$ cat config.mk
export PLATFORM = sky130hd
export DESIGN_NAME = child_initiator
export DESIGN_NICKNAME = d
export VERILOG_FILES = /design/src/rtl/child_pkg.sv /design/src/rtl/child_initiator_sync2.sv /design/src/rtl/child_initiator.sv
export SDC_FILE = /design/constraint.sdc
export NUM_CORES = 1
export LEC_CHECK = 0
export ABC_CLOCK_PERIOD_IN_PS = 2700
export CAP_MARGIN = 10
export CORE_AREA = 5 5 62 64
export CTS_BUF_LIST = sky130_fd_sc_hd__clkbuf_4 sky130_fd_sc_hd__clkbuf_8
export DETAILED_ROUTE_END_ITERATION = 16
export DIE_AREA = 0 0 67 69
export GPL_ROUTABILITY_DRIVEN = 0
export HOLD_SLACK_MARGIN = 0.12
export PLACE_DENSITY = 0.68
export SLEW_MARGIN = 20
export SYNTH_ARGS = -nofsm -noshare
export SYNTH_HDL_FRONTEND = slang
export SYNTH_SLANG_ARGS = --single-unit
export TNS_END_PERCENT = 100
$ cat constraint.sdc
create_clock -name clk -period 2.7 [get_ports clk]
set_clock_uncertainty 0.1 [all_clocks]
set_input_delay 0.405 -clock clk [delete_from_list [all_inputs] [get_ports clk]]
set_output_delay 0.405 -clock clk [all_outputs]
set_load 0.01 [all_outputs]
$ cat src/rtl/child_pkg.sv
// child_pkg: shared types and defaults for the child x/y handshake blocks.
//   child_init_state_t   : initiator FSM state encoding
//   CHILD_PULSE_CYCLES   : default cycles probe_x is held high
//   CHILD_TIMEOUT_CYCLES : default cycles from probe_x rise until timeout
package child_pkg;

  localparam int CHILD_PULSE_CYCLES   = 4;
  localparam int CHILD_TIMEOUT_CYCLES = 200;

  typedef enum logic [2:0] {
    ST_IDLE  = 3'd0,
    ST_CHECK = 3'd1,
    ST_PULSE = 3'd2,
    ST_WAIT  = 3'd3,
    ST_DONE  = 3'd4
  } child_init_state_t;

endpackage

$ cat src/rtl/child_initiator_sync2.sv
// child_sync2: two-flop synchronizer for a child's asynchronous y pin.
//   clk   : destination clock
//   rst_n : asynchronous active-low reset, clears both flops
//   i_d   : asynchronous input
//   o_q   : synchronized output, two clk edges of delay
module child_sync2 (
  input  logic clk,
  input  logic rst_n,
  input  logic i_d,
  output logic o_q
);

  logic r_meta;
  logic r_sync;

  always_ff @(posedge clk or negedge rst_n) begin
    if (!rst_n) begin
      r_meta <= 1'b0;
      r_sync <= 1'b0;
    end else begin
      r_meta <= i_d;
      r_sync <= r_meta;
    end
  end

  assign o_q = r_sync;

endmodule

$ cat src/rtl/child_initiator.sv
// child_initiator: initiator end of the child x/y handshake. Raises probe_x
// for PULSE_CYCLES, waits for the responder's y, and reports round-trip
// latency, a timeout, or a line already stuck high.
//   clk, rst_n : clock, asynchronous active-low reset
//   start      : request one probe (only sampled in IDLE)
//   probe_x    : registered drive to the responder's x pin
//   probe_y    : responder's y pin (asynchronous)
//   busy       : high in every state but IDLE
//   done       : one-cycle completion pulse
//   ok / timed_out / stuck : sticky result flags of the last probe
//   latency    : counter value when y was seen (valid when ok)
module child_initiator
  import child_pkg::*;
#(
  parameter int PULSE_CYCLES   = CHILD_PULSE_CYCLES,
  parameter int TIMEOUT_CYCLES = CHILD_TIMEOUT_CYCLES,
  parameter int CNT_W          = 8
) (
  input  logic             clk,
  input  logic             rst_n,
  input  logic             start,
  output logic             probe_x,
  input  logic             probe_y,
  output logic             busy,
  output logic             done,
  output logic             ok,
  output logic             timed_out,
  output logic             stuck,
  output logic [CNT_W-1:0] latency
);

  localparam logic [CNT_W-1:0] PULSE_LAST = CNT_W'(PULSE_CYCLES - 1);
  localparam logic [CNT_W-1:0] TIMEOUT    = CNT_W'(TIMEOUT_CYCLES);

  child_init_state_t r_state;
  logic [CNT_W-1:0]  r_cnt;
  logic              r_probe_x;
  logic              r_busy;
  logic              r_done;
  logic              r_ok;
  logic              r_timed_out;
  logic              r_stuck;
  logic [CNT_W-1:0]  r_latency;
  logic              w_y;

  child_sync2 u_sync_y (
    .clk   (clk),
    .rst_n (rst_n),
    .i_d   (probe_y),
    .o_q   (w_y)
  );

  // The counter must reach TIMEOUT without wrapping, and the pulse must end
  // before the timeout can fire.
  always @(posedge clk) begin
    if (rst_n)
      assert (PULSE_CYCLES >= 1 && TIMEOUT_CYCLES > PULSE_CYCLES &&
              TIMEOUT_CYCLES < (1 << CNT_W));
  end

  always_ff @(posedge clk or negedge rst_n) begin
    if (!rst_n) begin
      r_state     <= ST_IDLE;
      r_cnt       <= '0;
      r_probe_x   <= 1'b0;
      r_busy      <= 1'b0;
      r_done      <= 1'b0;
      r_ok        <= 1'b0;
      r_timed_out <= 1'b0;
      r_stuck     <= 1'b0;
      r_latency   <= '0;
    end else begin
      r_done <= 1'b0;
      case (r_state)
        ST_IDLE: begin
          if (start) begin
            r_ok        <= 1'b0;
            r_timed_out <= 1'b0;
            r_stuck     <= 1'b0;
            r_latency   <= '0;
            r_busy      <= 1'b1;
            r_state     <= ST_CHECK;
          end
        end
        ST_CHECK: begin
          if (w_y) begin
            r_stuck <= 1'b1;
            r_done  <= 1'b1;
            r_state <= ST_DONE;
          end else begin
            r_probe_x <= 1'b1;
            r_cnt     <= '0;
            r_state   <= ST_PULSE;
          end
        end
        ST_PULSE, ST_WAIT: begin
          // y is tested first so it wins a tie with the timeout.
          if (w_y) begin
            r_latency <= r_cnt;
            r_ok      <= 1'b1;
            r_probe_x <= 1'b0;
            r_done    <= 1'b1;
            r_state   <= ST_DONE;
          end else if (r_cnt == TIMEOUT) begin
            r_timed_out <= 1'b1;
            r_probe_x   <= 1'b0;
            r_done      <= 1'b1;
            r_state     <= ST_DONE;
          end else begin
            r_cnt <= r_cnt + 1'b1;
            if (r_state == ST_PULSE && r_cnt == PULSE_LAST) begin
              r_probe_x <= 1'b0;
              r_state   <= ST_WAIT;
            end
          end
        end
        ST_DONE: begin
          r_busy  <= 1'b0;
          r_state <= ST_IDLE;
        end
        default: begin
          r_probe_x <= 1'b0;
          r_busy    <= 1'b0;
          r_state   <= ST_IDLE;
        end
      endcase
    end
  end

  assign probe_x   = r_probe_x;
  assign busy      = r_busy;
  assign done      = r_done;
  assign ok        = r_ok;
  assign timed_out = r_timed_out;
  assign stuck     = r_stuck;
  assign latency   = r_latency;

endmodule

==> run_results.csv <==
group,metric,value,unit
yosys,netlist_area,1250,sq um
route,first_iter_violations,60,
yosys,synth_top_area_share,0.539,
pwr,p_seq_frac,0.491,
status,status,"finished clean",
yosys,synthCells,116,
route,wl_per_cell,13.6,um
yosys,synth-seq-area-share,0.539,
pwr,swShare,0.352,
pwr,ir_drop,536,uV
die,start_util,0.388,
layout,final_cells,180,
placement,hpwl,1.84,mm
die,io_pins,18,
clock_network,clock_sinks,27,
yosys,yosys-top-cells-area,"dfrtp_1 54%, a22o_1 5.6%, o21ai_0 3.6%",
layout,antennaDiodeCount,0,
setup_path,cp_data_required_time,2190,ps
setup_path,cp_max_fo,3,
global_route,grt-ovfl-total,0,
pwr,pwr-share-clk,0.157,
yosys,ys_top_cells_by_count,"27 x dfrtp_1, 9 x nand2_1, 9 x nor2_1, 9 x o21ai_0",
layout,area_delta_synth_final,19.0,%
layout,num-fill-cells,318,
pwr,p_int,0.000725,W
sta,rsz0062_at_grt,"no",
placement,pre_cts_ws,955,ps
global_route,first_global_vias,1024,
yosys,yosysMostFrequentCell,"dfrtp_1",
clock_network,root_buffer,"clkbuf_4",
setup_path,crit_family,"buffers and inverters",
sta,tightestPinTransition,390,ps
sta,fin_crit,1770,ps
layout,drive_gt1_frac,0.112,
pwr,power_density,751,nW/um^2
layout,utilization,0.461,
clock_network,clk_path_buf_depth,2,
sta,fin_tns_setup,0,ps
run,drv_cap,0,
route,route.detailed.drc,0,
sta,finalMaxSlewViolations,0,
route,wl,2.44,mm
placement,io_buffers,17,
die,die_h,69,um
yosys,synth_nets,122,
route,first_pass_iters,5,
setup_path,endpoint_kind,"output port",
clock_network,path_clk_slew,130,ps
yosys,synth_edf_count,0,
yosys,ys_warn_count,0,
setup_path,crit_path_start_kind,"flip-flop",
pwr,p_switching,0.000394,W
pwr,leakagePower,0.637,nW
sta,finalSetupViolations,0,
sta,hold_ws,265,ps
clock_network,cts_inserted_buffers,3,
sta,timing.final.ws_setup,933,ps
route,num_vias,970,
global_route,grt_pass1_wl,4.46,mm
setup_path,crit_path_cell_trace,"clkdlybuf4s50_1",
clock_network,post-cts-setup-buffers,0,
route,postRouteAntennaNets,0,
yosys,yosys.area.top_type,"dfrtp_1",
setup_path,slowest_delay,550,ps
min_path,holdCritPathClass,"flip-flop to flip-flop",
yosys,ys_types,40,
placement,dp.cells,176,
yosys,synth_flop_cell,"dfrtp_1",
setup_path,crit_arrival,1260,ps
layout,fin_nets,141,
route,vias_per_cell,5.39,
yosys,syn_area_per_cell,10.8,sq um
sta,slew_headroom,0.738,
sta,finalCritPeriodShare,0.655,
clock_network,cts_resized,0,
clock_network,clkLatencyLatePin,310,ps
die,die_area,4620,sq um
global_route,antenna_found_initial,0,
yosys,postSynth.asyncResetShare,1.00,
global_route,grt_max_degree,28,
setup_path,crit_buf_inv,1,
die,die_w,67,um
sta,hold_viol_final,0,
setup_path,worstSetupPathType,"flip-flop to output port",
clock_network,cts_max_level,1,
yosys,synth_seq_cells,27,
setup_path,slowest_stage,"clkdlybuf4s50_1",
clock_network,cts_tree,"done",
die,fp.coreArea,3230,sq um
sta,max_freq,0.566,GHz
pwr,p_comb_frac,0.352,
clock_network,ctsHoldBuffers,0,
global_route,grtUsageTotal,0.119,
die,rows,21,
## layout make-up
type / count / area (sq um) / share of cell area
sequential: 27 / 676 / 0.453
multi-input combinational: 79 / 528 / 0.354
timing repair buffer: 18 / 178 / 0.119
tap: 46 / 57.6 / 0.0386
clock buffer: 4 / 30.0 / 0.0201
inverter: 6 / 22.5 / 0.0151
## final timing paths
path                                       from  depth (start not counted)         endpoint  slack, ps
min in group asynchronous                 rst_n                          2       latency[4]        350
worst max-delay path                      stuck                          1            stuck        930
worst min register to register  u_sync_y.r_meta                          0     u_sync_y.o_q        270
worst max register to register         r_cnt[0]                          5          probe_x        960
max in group asynchronous                 rst_n                          2  u_sync_y.r_meta       1900
worst min-delay path            u_sync_y.r_meta                          0     u_sync_y.o_q        270
## layout by cell type, fill, tap and decap left out, drive strengths merged, types with 2 or more instances in the layout
cell type	n
nand2b	2
clkdlybuf4s50	17
nor2	11
a22o	9
ha	2
and3	2
dfrtp	27
o21ba	2
clkbuf	4
o21a	2
o21ai	14
nand4	3
inv	6
a21oi	8
nand2	9
## flip-flops by register name, summed over array words and instances, names as in the netlist
signal / flops
latency: 8
r_cnt: 8
r_state: 3
busy: 1
done: 1
ok: 1
probe_x: 1
stuck: 1
timed_out: 1
u_sync_y.o_q: 1
u_sync_y.r_meta: 1
## layer usage
layer | up-vias | track usage | part of all wire
met2 | 24 | 0.199 | 0.48
met3 | 2 | 0.0341 | 0.033
met5 | - | 0 | 0
li1 | 458 | - | -
met4 | 0 | 0.0180 | 0.0041
met1 | 486 | 0.153 | 0.48
## cell families (layout without fill, tap and decap cells)
logic type / after synthesis / count (layout) / share of synthesized area
and+or+nand+nor: 34 / 34 / 0.146
AOI/OAI and AO/OA: 43 / 43 / 0.256
adders and majority gates: 2 / 2 / 0.0200
buffers and inverters: 10 / 28 / 0.0399
DFF: 27 / 27 / 0.539
## stage by stage
step	instance area, sq um	power, W
floorplan	1250	0.000816
CTS	1490	0.00113
finish	1490	0.00112
global placement	1460	0.000947
detailed placement	1460	0.000955
global route	1490	0.00121
## power by group through the flow
stage | registers [W] | clock network [W] | logic, W
CTS | 0.000550 | 0.000182 | 0.000401
detailed placement | 0.000555 | 0 | 0.000399
finish | 0.000549 | 0.000176 | 0.000394
global route | 0.000563 | 0.000201 | 0.000449
floorplan | 0.000548 | 0 | 0.000268
global placement | 0.000554 | 0 | 0.000393
Power figures use the tool's default switching activity.
